`src/rtl/booth_sequencer_pkg.sv`:
```
// rtl/booth_sequencer_pkg.sv - shared types and Booth pair decode for the booth_sequencer block
package booth_pkg;

   typedef enum logic [1:0] {IDLE, LOAD, ITER, DONE} state_t;

   typedef enum logic [1:0] {BOOTH_NOP, BOOTH_ADD, BOOTH_SUB} booth_op_t;

   // {Q[0], Q_1} = 10 starts a run of ones (subtract), 01 ends one (add)
   function automatic booth_op_t decode_booth_pair(input logic q0, input logic q_1);
      case ({q0, q_1})
         2'b10:   return BOOTH_SUB;
         2'b01:   return BOOTH_ADD;
         default: return BOOTH_NOP;
      endcase
   endfunction

endpackage

```
`src/rtl/booth_sequencer_if.sv`:
```
// rtl/booth_sequencer_if.sv - Start/Ready/Done operand and product bundle for booth_sequencer
interface booth_sequencer_if #(
   parameter int NBits = 16
);

   logic                   Start;
   logic [NBits-1:0]       Multiplicand;
   logic [NBits-1:0]       Multiplier;
   logic                   Ready;
   logic                   Done;
   logic [2*NBits-1:0]     Product;

   modport master (
      output Start, Multiplicand, Multiplier,
      input  Ready, Done, Product
   );

   modport slave (
      input  Start, Multiplicand, Multiplier,
      output Ready, Done, Product
   );

endinterface

```
`src/rtl/booth_step.sv`:
```
// rtl/booth_step.sv - one combinational Booth add/subtract-and-arithmetic-shift step
module booth_step
   import booth_pkg::*;
#(
   parameter int NBits = 16
) (
   input  logic [NBits:0]   a_in,
   input  logic [NBits-1:0] q_in,
   input  logic             q1_in,
   input  logic [NBits:0]   m_in,
   output logic [NBits:0]   a_out,
   output logic [NBits-1:0] q_out,
   output logic             q1_out
);

   booth_op_t        op;
   logic [NBits:0]   m_neg;
   logic [NBits:0]   addend;
   logic [NBits:0]   sum;
   logic [NBits:0]   a_src;

   // A carries a guard bit, so negating the most negative M still fits
   always_comb begin
      op    = decode_booth_pair(q_in[0], q1_in);
      m_neg = -m_in;
      sum   = a_in + addend;
   end

   Multiplexer2to1 #(.NBits(NBits + 1)) u_addend_mux (
      .sel     (op == BOOTH_SUB),
      .in0     (m_in),
      .in1     (m_neg),
      .mux_out (addend)
   );

   Multiplexer2to1 #(.NBits(NBits + 1)) u_src_mux (
      .sel     (op != BOOTH_NOP),
      .in0     (a_in),
      .in1     (sum),
      .mux_out (a_src)
   );

   // arithmetic shift right of {A, Q, Q_1}: A's sign bit is replicated
   always_comb begin
      a_out  = {a_src[NBits], a_src[NBits:1]};
      q_out  = {a_src[0], q_in[NBits-1:1]};
      q1_out = q_in[0];
   end

endmodule

```
`src/rtl/multiplexer2to1.sv`:
```
// rtl/multiplexer2to1.sv - parameterised two-input word multiplexer
module Multiplexer2to1 #(
   parameter int NBits = 16
) (
   input  logic             sel,
   input  logic [NBits-1:0] in0,
   input  logic [NBits-1:0] in1,
   output logic [NBits-1:0] mux_out
);

   // pass in1 when sel is set, otherwise in0
   always_comb begin
      mux_out = sel ? in1 : in0;
   end

endmodule

```
`src/rtl/booth_sequencer.sv`:
```
// rtl/booth_sequencer.sv - sequential radix-2 Booth signed multiplier (optional BOOTH_ZERO_SKIP_EN)
module booth_sequencer
   import booth_pkg::*;
#(
   parameter int NBits = 16
) (
   input  logic              clk,
   input  logic              reset,
   booth_sequencer_if.slave  bus
);

   localparam int CW = $clog2(NBits + 1);

   state_t               state_q, state_d;
   logic [NBits-1:0]     mcand_q, mcand_d;
   logic [NBits-1:0]     mplier_q, mplier_d;
   logic [NBits:0]       m_q, m_d;
   logic [NBits:0]       a_q, a_d;
   logic [NBits-1:0]     q_q, q_d;
   logic                 q1_q, q1_d;
   logic [CW-1:0]        count_q, count_d;
   logic [2*NBits-1:0]   product_q, product_d;
   logic                 done_q, done_d;

   logic [NBits:0]       a_step;
   logic [NBits-1:0]     q_step;
   logic                 q1_step;

   booth_step #(.NBits(NBits)) u_step (
      .a_in   (a_q),
      .q_in   (q_q),
      .q1_in  (q1_q),
      .m_in   (m_q),
      .a_out  (a_step),
      .q_out  (q_step),
      .q1_out (q1_step)
   );

   // next-state and datapath load selection; Done is set on the edge entering DONE
   always_comb begin
      state_d   = state_q;
      mcand_d   = mcand_q;
      mplier_d  = mplier_q;
      m_d       = m_q;
      a_d       = a_q;
      q_d       = q_q;
      q1_d      = q1_q;
      count_d   = count_q;
      product_d = product_q;
      done_d    = 1'b0;
      case (state_q)
         IDLE: begin
            if (bus.Start) begin
               mcand_d  = bus.Multiplicand;
               mplier_d = bus.Multiplier;
               state_d  = LOAD;
            end
         end
         LOAD: begin
            a_d     = '0;
            q_d     = mplier_q;
            q1_d    = 1'b0;
            m_d     = {mcand_q[NBits-1], mcand_q};
            count_d = CW'(NBits);
            state_d = ITER;
`ifdef BOOTH_ZERO_SKIP_EN
            if ((mcand_q == '0) || (mplier_q == '0)) begin
               product_d = '0;
               done_d    = 1'b1;
               state_d   = DONE;
            end
`endif
         end
         ITER: begin
            a_d     = a_step;
            q_d     = q_step;
            q1_d    = q1_step;
            count_d = count_q - CW'(1);
            if (count_q == CW'(1)) begin
               product_d = {a_step[NBits-1:0], q_step};
               done_d    = 1'b1;
               state_d   = DONE;
            end
         end
         DONE: begin
            state_d = IDLE;
         end
         default: begin
            state_d = IDLE;
         end
      endcase
   end

   // state and datapath registers; reset aborts any operation in flight
   always_ff @(posedge clk or negedge reset) begin
      if (!reset) begin
         state_q   <= IDLE;
         mcand_q   <= '0;
         mplier_q  <= '0;
         m_q       <= '0;
         a_q       <= '0;
         q_q       <= '0;
         q1_q      <= 1'b0;
         count_q   <= '0;
         product_q <= '0;
         done_q    <= 1'b0;
      end else begin
         state_q   <= state_d;
         mcand_q   <= mcand_d;
         mplier_q  <= mplier_d;
         m_q       <= m_d;
         a_q       <= a_d;
         q_q       <= q_d;
         q1_q      <= q1_d;
         count_q   <= count_d;
         product_q <= product_d;
         done_q    <= done_d;
      end
   end

   assign bus.Ready   = (state_q == IDLE);
   assign bus.Done    = done_q;
   assign bus.Product = product_q;

endmodule

```
`src/flat_wrapper.sv`:
```
// flat-port wrapper written by rule: the top's interface ports become plain ports
module booth_sequencer_flat import booth_pkg::*;
#(
   parameter int NBits = 16
)
  (clk, reset, bus_Start, bus_Multiplicand, bus_Multiplier, bus_Ready, bus_Done, bus_Product);
  booth_sequencer_if #(.NBits(NBits)) bus_i ();
  input  logic clk;
  input  logic reset;
  input wire logic [$bits(bus_i.Start)-1:0] bus_Start;
  input wire logic [$bits(bus_i.Multiplicand)-1:0] bus_Multiplicand;
  input wire logic [$bits(bus_i.Multiplier)-1:0] bus_Multiplier;
  output wire logic [$bits(bus_i.Ready)-1:0] bus_Ready;
  output wire logic [$bits(bus_i.Done)-1:0] bus_Done;
  output wire logic [$bits(bus_i.Product)-1:0] bus_Product;
  assign bus_i.Start = bus_Start;
  assign bus_i.Multiplicand = bus_Multiplicand;
  assign bus_i.Multiplier = bus_Multiplier;
  assign bus_Ready = bus_i.Ready;
  assign bus_Done = bus_i.Done;
  assign bus_Product = bus_i.Product;
  booth_sequencer #(.NBits(NBits)) u_core (.clk(clk), .reset(reset), .bus(bus_i));
endmodule
```
`config.mk`:
```
export PLATFORM = sky130hd
export DESIGN_NAME = booth_sequencer_flat
export DESIGN_NICKNAME = d
export VERILOG_FILES = /design/src/rtl/booth_sequencer_pkg.sv /design/src/rtl/booth_sequencer_if.sv /design/src/rtl/booth_step.sv /design/src/rtl/multiplexer2to1.sv /design/src/rtl/booth_sequencer.sv /design/src/flat_wrapper.sv
export SDC_FILE = /design/constraint.sdc
export NUM_CORES = 1
export LEC_CHECK = 0
export CAP_MARGIN = 40
export CORE_UTILIZATION = 35
export DETAILED_ROUTE_END_ITERATION = 8
export GPL_ROUTABILITY_DRIVEN = 0
export PLACE_DENSITY = 0.62
export SLEW_MARGIN = 20
export SYNTH_ARGS = -nofsm -noshare
export SYNTH_HDL_FRONTEND = slang
export SYNTH_HIERARCHICAL = 1
export SYNTH_SLANG_ARGS = --single-unit
```
`constraint.sdc`:
```
create_clock -name clk -period 4.49 [get_ports clk]
set_input_delay 0.898 -clock clk [delete_from_list [all_inputs] [get_ports clk]]
set_output_delay 0.898 -clock clk [all_outputs]
set_load 0.03 [all_outputs]
```
# After elaboration in Yosys (flattened, before gate mapping)
# Cells that the tools add are included.
[classes]
addsub = 3
mux = 12
n_eq_ne = 9
n_reduce_logical = 6
[op_table]
columns = ["cell", "count"]
rows = [
  ["17-bit 2-to-1 mux", 2],
  ["17-bit case mux with 2 select lines", 1],
  ["16-bit case mux with 2 select lines", 1],
  ["17-bit adder", 1],
  ["17-bit negation", 1],
  ["5-bit case mux with 2 select lines", 1],
  ["2-bit equality test (second input constant)", 4],
  ["2-bit case mux with 4 select lines", 1],
  ["2-bit AND reduction", 3],
  ["5-bit by 1-bit equality test with 1-bit output (second input constant)", 1],
  ["5-bit by 1-bit subtractor with 5-bit output (second input constant)", 1],
  ["2-bit by 1-bit equality test with 1-bit output (second input constant)", 2],
  ["2-bit 2-to-1 mux", 2],
  ["2-bit case mux with 2 select lines", 1],
  ["2-bit nonzero test", 2],
  ["2-bit zero test", 1],
  ["1-bit 2-to-1 mux", 2],
  ["2-bit by 1-bit != test with 1-bit output (second input constant)", 1],
  ["2-bit != test (second input constant)", 1],
  ["1-bit case mux with 2 select lines", 1],
]
[word_totals]
reg_bits = 122
input_bits = 35
word_cells = 40

# Depth between registers and ports, before layout
# Gate-level depths: netlist of run 1.
[logic_depth]
word_depth = 7
depth_mapped = 16
depth_no_buf = 15

# Hierarchy
# Netlist of run 1, hierarchy kept.
[by_module_without_submodules]
columns = ["module", "seq_area_each_um2", "cells_each", "area_each_um2", "instances"]
rows = [
  ["booth_sequencer", 3052.9, 361, 4974.8, 1],
  ["booth_step", 0.0, 153, 1142.3, 1],
  ["Multiplexer2to1", 0.0, 19, 260.2, 2],
]

# Worst setup path before layout of run 1
# OpenSTA, ideal clock, no wires.
[synth_path]
path_kind = "register to register"
start = "register u_core.m_q[4]"
end = "register u_core.a_q[16]"
period_less_slack_ns = 3.773
arrival_time_ns = 3.638
setup_slack_ns = 0.717
stages_incl_launch_ff = 16
t_required_ns = 4.355
setup_time_ns = 0.135
path_cell_list = "dfrtp_1 -> nor4_1 -> nor4b_1 -> nand2_1 -> xor2_1 -> mux2_4 -> ha_1 -> a21o_1 -> a31o_2 -> a221o_1 -> a21oi_1 -> xnor2_1 -> mux2_2 -> buf_4 -> nand3_1 -> o21ai_0"
[synth_via]
elab_chain_len = 5
[synth_rtl]
columns = ["item", "line_no", "rtl"]
rows = [
  ["start, declared", "booth_sequencer.sv:17", "logic [NBits:0] m_q, m_d;"],
  ["start signal, assigned", "booth_sequencer.sv:111", "m_q <= m_d;"],
  ["17-bit negation", "booth_step.sv:25", "m_neg = -m_in;"],
  ["named net u_core.u_step.m_neg[9]", "booth_step.sv:17", "logic [NBits:0] m_neg;"],
  ["17-bit 2-to-1 mux", "multiplexer2to1.sv:13", "mux_out = sel ? in1 : in0;"],
  ["named net u_core.u_step.addend[9]", "booth_step.sv:18", "logic [NBits:0] addend;"],
  ["17-bit adder", "booth_step.sv:26", "sum = a_in + addend;"],
  ["named net u_core.u_step.sum[16]", "booth_step.sv:19", "logic [NBits:0] sum;"],
  ["17-bit 2-to-1 mux", "multiplexer2to1.sv:13", ""],
  ["named net u_core.a_step[15]", "booth_sequencer.sv:25", "logic [NBits:0] a_step;"],
  ["17-bit case mux with 2 select lines", "booth_sequencer.sv:51", "case (state_q)"],
  ["end signal, assigned", "booth_sequencer.sv:101", "a_q <= '0;"],
  ["end signal, assigned", "booth_sequencer.sv:112", "a_q <= a_d;"],
  ["end, declared", "booth_sequencer.sv:18", "logic [NBits:0] a_q, a_d;"],
]
# The timed path passes the listed nets, and every way through them passes these cells.
# A chain may end at the register's enable or synchronous reset.

# Worst setup path after layout of run 1
[layout_path]
start = "register u_core.m_q[4]"
end = "register u_core.product_q[31] (netlist: u_core/bus.Product[31])"
[layout_via]
elab_chain_len = 4
[layout_rtl]
columns = ["item", "line_no", "rtl"]
rows = [
  ["17-bit negation", "booth_step.sv:25", ""],
  ["named net u_core.u_step.m_neg[9]", "booth_step.sv:17", ""],
  ["17-bit 2-to-1 mux", "multiplexer2to1.sv:13", ""],
  ["named net u_core.u_step.addend[9]", "booth_step.sv:18", ""],
  ["17-bit adder", "booth_step.sv:26", ""],
  ["named net u_core.u_step.sum[16]", "booth_step.sv:19", ""],
  ["17-bit 2-to-1 mux", "multiplexer2to1.sv:13", ""],
  ["named net u_core.a_step[15]", "booth_sequencer.sv:25", ""],
  ["end signal, assigned", "booth_sequencer.sv:116", "product_q <= product_d;"],
  ["end, declared", "booth_sequencer.sv:22", "logic [2*NBits-1:0] product_q, product_d;"],
]
# The timed path passes the listed nets, and every way through them passes these cells.

==> results of run 1 <==
-- logic make-up after synthesis --
logic type / synth area share [%]
AOI/OAI and AO/OA: 7.31
xor gates and xnor gates: 4.09
adders and majority gates: 4.64
buffers and inverters: 6.26
DFF: 46.0
muxes: 25.0
and+or+nand+nor: 6.73
-- power by group --
group / leakage, nW / total (W) / switching, W / internal, W
clock: 0.287 / 0.00137 / 0.000538 / 0.000828
combinational: 1.80 / 0.00341 / 0.00170 / 0.00171
sequential: 1.54 / 0.00193 / 0.000368 / 0.00157
-- cell usage after synthesis, drive strengths merged (3+ instances only) --
library cell	n
dfrtp	122
mux2	114
a21oi	32
buf	32
inv	31
o21ai	27
nor2	24
ha	23
nand3	22
mux2i	19
xnor2	18
nand2	17
xor2	13
clkbuf	10
a21o	6
nor3	5
or3	4
nor4b	3
o211ai	3
-- final timing paths --
check / from / end / slack (ps) / cells past startpoint
max: u_core/m_q[4] / u_core/bus.Product[31] / 570 / 14
min: reset / u_core/mcand_q[1] / 430 / 1
max reg2reg: u_core/m_q[4] / u_core/bus.Product[31] / 570 / 14
min reg2reg: u_core/mcand_q[6] / u_core/m_q[6] / 500 / 1
max in group asynchronous: reset / u_core/bus.Product[27] / 3070 / 3
min in group clk: u_core/mcand_q[6] / u_core/m_q[6] / 500 / 1
-- stage by stage --
step           cell area (um^2)  power, W  hold WS [ps]
3_5_place_dp               7400   0.00533           489
5_1_grt                    8020   0.00721           456
3_3_place_gp               7360   0.00521           490
2_1_floorplan              6640   0.00471           474
6_report                   8020   0.00671           429
4_1_cts                    7990   0.00674           436
-- worst max-delay path, stage by stage, from the launching register on --
cell and delay (ps):
dfrtp_1 420, nor4_1 480, nor4b_1 310, buf_4 200, nand2_1 60, xor2_1 140, mux2_4 260, ha_1 360
a21o_1 220, a31o_2 260, a221o_1 310, a21oi_1 160, xnor2_1 80, mux2_2 290, mux2_2 260
-- layer usage --
metal / track usage (%) / up-vias / routed length, um
met4: 7.06 / 0 / 327
met3: 3.68 / 22 / 506
met5: 0 / - / 0
met1: 17.9 / 2068 / 6020
met2: 23.8 / 95 / 6350
li1: - / 2033 / -
-- flip-flops by register name (all words and copies together) (netlist names) --
signal,flops
u_core/state_q,2
u_core/bus.Product,32
u_core/mplier_q,16
u_core/count_q,5
u_core/q_q,16
u_core/a_q,17
u_core/q1_q,1
u_core/bus.Done,1
u_core/mcand_q,16
u_core/m_q,16
-- final cells by class --
cell class,count,area share [%]
clock buffer,17,5.31
clock inverter,15,2.03
inverter,31,1.45
multi-input combinational,357,39.6
sequential,122,38.1
tap,229,3.57
timing repair buffer,79,9.99
==> impl_metrics.toml, run 1 <==
[status]
outcome = "finished clean"

[timing]
tns_ps = 0
setup_viol = 0
rsz0062_at_grt = "false"
skew_ps = 12.8
drv_slew = 0
max-slew-margin-rel_pct = 58.5
layout_setup_ws_ps = 567
fin_crit_sh_pct = 87.4
fin_crit_ps = 3920
worst_pin_slew_ps = 615
timing.fmax_mhz = 255
hold_viol_final = 0

[yosys]
yosys.cell_types.count = 50
async_flop_share_pct = 100
synth_enable_flop_cells = 0
synth_top_cell_area_share_pct = 46.0
synth_top_area_cell = "dfrtp_1"
synth_ff_type = "dfrtp_1"
syn_nets = 611
netlist_instances = 552
yosys_warnings = 6
synthTopCellsByArea = "dfrtp_1, mux2_4, mux2_2"
mappedNetlistArea_um2 = 6640
syn_avg_cell_area_um2 = 12.0
ys_ff_latch = 122
yosysSeqAreaShare_pct = 46.0

[placed_design]
port_buffers = 68
place_worst_setup_slack_ps = 611
dp_cells = 816
dp_hpwl_um = 9130

[route]
remaining_drc_errors = 0
dr.pass1.iters = 4
wl_um = 13200
routed_via_density = 4.96
antenna_left = 0
post_drt_wl_per_cell_um = 15.5
initialDrtViolationCount = 340
vias = 4218

[global_routing]
grt_pass1_wl_um = 22500
antenna_found_initial = 0
grt_max_degree = 43
track_usage_pct = 14.6
overflow = 0
grt_pass1_vias = 4465

[setup_path]
worstPathArrival_ps = 4220
crit_type = "reg -> reg"
critical_path_peak_fanout = 7
cp.required_ps = 4790
endpoint_kind = "flip-flop"
crit_path_start_kind = "flip-flop"

[cts]
cts_tree = "built"
hold_buffers = 0
post_cts_buffers = 0
htree_levels = 4
insertion_delay_ps = 420
cts_made_buffers = 17
cts_buffer_depth = 2
cts_resized = 0
clock_sinks = 122
clk_pin_slew_worst_paths_ps = 60
root_buffer = "clkbuf_16"

[die]
io_pins = 69
coreArea_um2 = 18300
initial_core_util_pct = 36.3
die_area_um2 = 19500
die_y_um = 140
rows = 49
chipWidth_um = 140

[final_layout]
finalNetCount = 667
layout_common_cells = "dfrtp_1, clkdlybuf4s50_1, mux2_2, mux2_4, a21oi_1"
multiInputGateArea_um2 = 3170
syn_to_final_growth_pct = 20.8
layout-drive-gt1-share_pct = 27.1
final_common_cell = "dfrtp_1"
stdcell_count = 850
fill_cells = 1694
register_area_um2 = 3050
antennaDiodeCount = 0
final_util_pct = 43.9

[pwr]
power_density_nw_per_um2 = 837
peakVddDrop_mv = 0.373
power_leakage_nw = 3.63

[min_path]
hold_class = "in -> async"

[flow_run]
maxCapViolCount = 0
No activity file was read; power rests on OpenSTA's default activity.
==> run 2: changes to the inputs <==
--- a/config.mk
+++ b/config.mk
@@ -7,8 +7,8 @@
 export LEC_CHECK = 0
 export CAP_MARGIN = 40
-export CORE_UTILIZATION = 35
+export CORE_UTILIZATION = 45
 export DETAILED_ROUTE_END_ITERATION = 8
 export GPL_ROUTABILITY_DRIVEN = 0
-export PLACE_DENSITY = 0.62
+export PLACE_DENSITY = 0.74
 export SLEW_MARGIN = 20
 export SYNTH_ARGS = -nofsm -noshare
==> constraint.sdc (replaced) <==
create_clock -name clk -period 4.49 [get_ports clk]
set_input_delay 0.898 -clock clk [delete_from_list [all_inputs] [get_ports clk]]
set_output_delay 0.898 -clock clk [all_outputs]
set_load 0.05 [all_outputs]
==> run 2 against run 1 <==
Compared with the run above:
- maximum frequency up 0.63%
- routed wire length down 5.4%
- design area down 1.0%
- critical path depth unchanged
- combinational power up 4%
- final cell count down 5.6%
- largest cell class unchanged
- highest routed layer unchanged
- total power up 1.3%
- setup slack better by 24 ps
==> impl_metrics.toml, run 2 (synthesis gave the netlist of run 1 again) <==
[status]
outcome = "finished clean"

[final_layout]
layout-drive-gt1-share_pct = 26.4
syn_to_final_growth_pct = 19.6
antennaDiodeCount = 0
largest_reg_flops = 32
final_common_cell = "dfrtp_1"
layout_common_cells = "dfrtp_1, clkdlybuf4s50_1, mux2_2, mux2_4, a21oi_1"
finalNetCount = 664
stdcell_count = 802

[die]
coreArea_um2 = 14500
die_area_um2 = 15200
chipWidth_um = 123
rows = 44
initial_core_util_pct = 45.8
die_y_um = 123
io_pins = 69

[setup_path]
crit_family = "compound AO/OA/AOI/OAI gates"
endpoint_kind = "flip-flop"
cp_num_buf_inv = 1
crit_type = "reg -> reg"
crit_path_start_kind = "flip-flop"
crit_path_frequent_cell = "mux2_2"
critical_path_peak_fanout = 7
cp.required_ps = 4790
path_cells = "nor4_1 > nor4b_1 > buf_4 > nand2_1 > xor2_1 > mux2_4 > ha_1 > a21o_1 > a31o_2 > a221o_1 > a21oi_1 > xnor2_1 > mux2_2 > mux2_2"
worstPathArrival_ps = 4200
slowest_delay_ps = 450
critPathSlowestCell = "nor4_1"

[global_routing]
track_usage_pct = 18.0
antenna_found_initial = 0
grt_pass1_vias = 4276
grt_pass1_wl_um = 21000
grt_max_degree = 121
overflow = 0

[cts]
insertion_delay_ps = 420
htree_levels = 4
root_buffer = "clkbuf_16"
hold_buffers = 0
clk_pin_slew_worst_paths_ps = 50
post_cts_buffers = 0
cts_resized = 0
cts_buffer_depth = 2
cts_made_buffers = 17
cts_tree = "built"
clock_sinks = 122

[pwr]
switching_power_w = 0.00267
power_leakage_nw = 3.61
power_density_nw_per_um2 = 856
swShare_pct = 39.3
peakVddDrop_mv = 0.367
p_comb_share_pct = 51.9
total_power_w = 0.00679
clockPowerShare_pct = 19.6
intPower_w = 0.00412
power_frac_seq_pct = 28.5

[timing]
tns_ps = 0
max-slew-margin-rel_pct = 45.2
skew_ps = 7.09
worst_pin_slew_ps = 821
timing.fmax_mhz = 257
drv_slew = 0
fin_crit_sh_pct = 86.8
hold_viol_final = 0
fin_crit_ps = 3900
rsz0062_at_grt = "false"
setup_viol = 0
layout_setup_ws_ps = 592

[min_path]
hold_class = "in -> async"

[route]
initialDrtViolationCount = 214
wl_um = 12500
remaining_drc_errors = 0
vias = 4254
post_drt_wl_per_cell_um = 15.6
routed_via_density = 5.30
dr.pass1.iters = 5
antenna_left = 0

[placed_design]
port_buffers = 68
dp_hpwl_um = 8470
place_worst_setup_slack_ps = 638
dp_cells = 769

[flow_run]
maxCapViolCount = 0
-- run 2: final cells by class --
class,instances,area [um^2]
Inverter,31,116
Timing Repair Buffer,76,783
Multi-Input combinational cell,357,3170
Clock inverter,11,121
Sequential cell,122,3050
Clock buffer,21,460
Fill cell,1180,6540
Tap cell,184,230
-- run 2: final timing paths --
kind / start / to / slack, ps / cells past startpoint
setup / recovery: u_core/m_q[4] / u_core/bus.Product[31] / 590 / 14
hold / removal: reset / u_core/bus.Product[2] / 260 / 1
setup reg to reg: u_core/m_q[4] / u_core/bus.Product[31] / 590 / 14
hold reg to reg: u_core/mcand_q[6] / u_core/mcand_q[6] / 500 / 1
max in group asynchronous: reset / u_core/m_q[7] / 3430 / 2
min in group clk: u_core/mcand_q[6] / u_core/mcand_q[6] / 500 / 1
-- run 2: routing by layer --
metal | wire, um | track usage (%)
met1 | 5700 | 23.3
met5 | 0 | 0
met3 | 477 | 4.94
met2 | 6040 | 28.2
met4 | 268 | 8.21
-- run 2: power by group through the flow --
stage / logic, W / clock network [W] / registers (W)
final: 0.00353 / 0.00133 / 0.00193
after floorplan: 0.00276 / 0 / 0.00207
after global placement: 0.00335 / 0 / 0.00193
after detailed placement: 0.00349 / 0 / 0.00195
after CTS: 0.00352 / 0.00136 / 0.00194
after global routing: 0.00386 / 0.00142 / 0.00200
-- run 2: per-stage QoR --
stage | utilization (%) | area (um^2) | hold WS, ps
6_report | 54.8 | 7940 | 263
3_5_place_dp | 50.7 | 7340 | 491
5_1_grt | 54.8 | 7940 | 244
2_1_floorplan | - | 6640 | 474
4_1_cts | 54.7 | 7920 | 244
3_3_place_gp | 50.4 | 7300 | 487
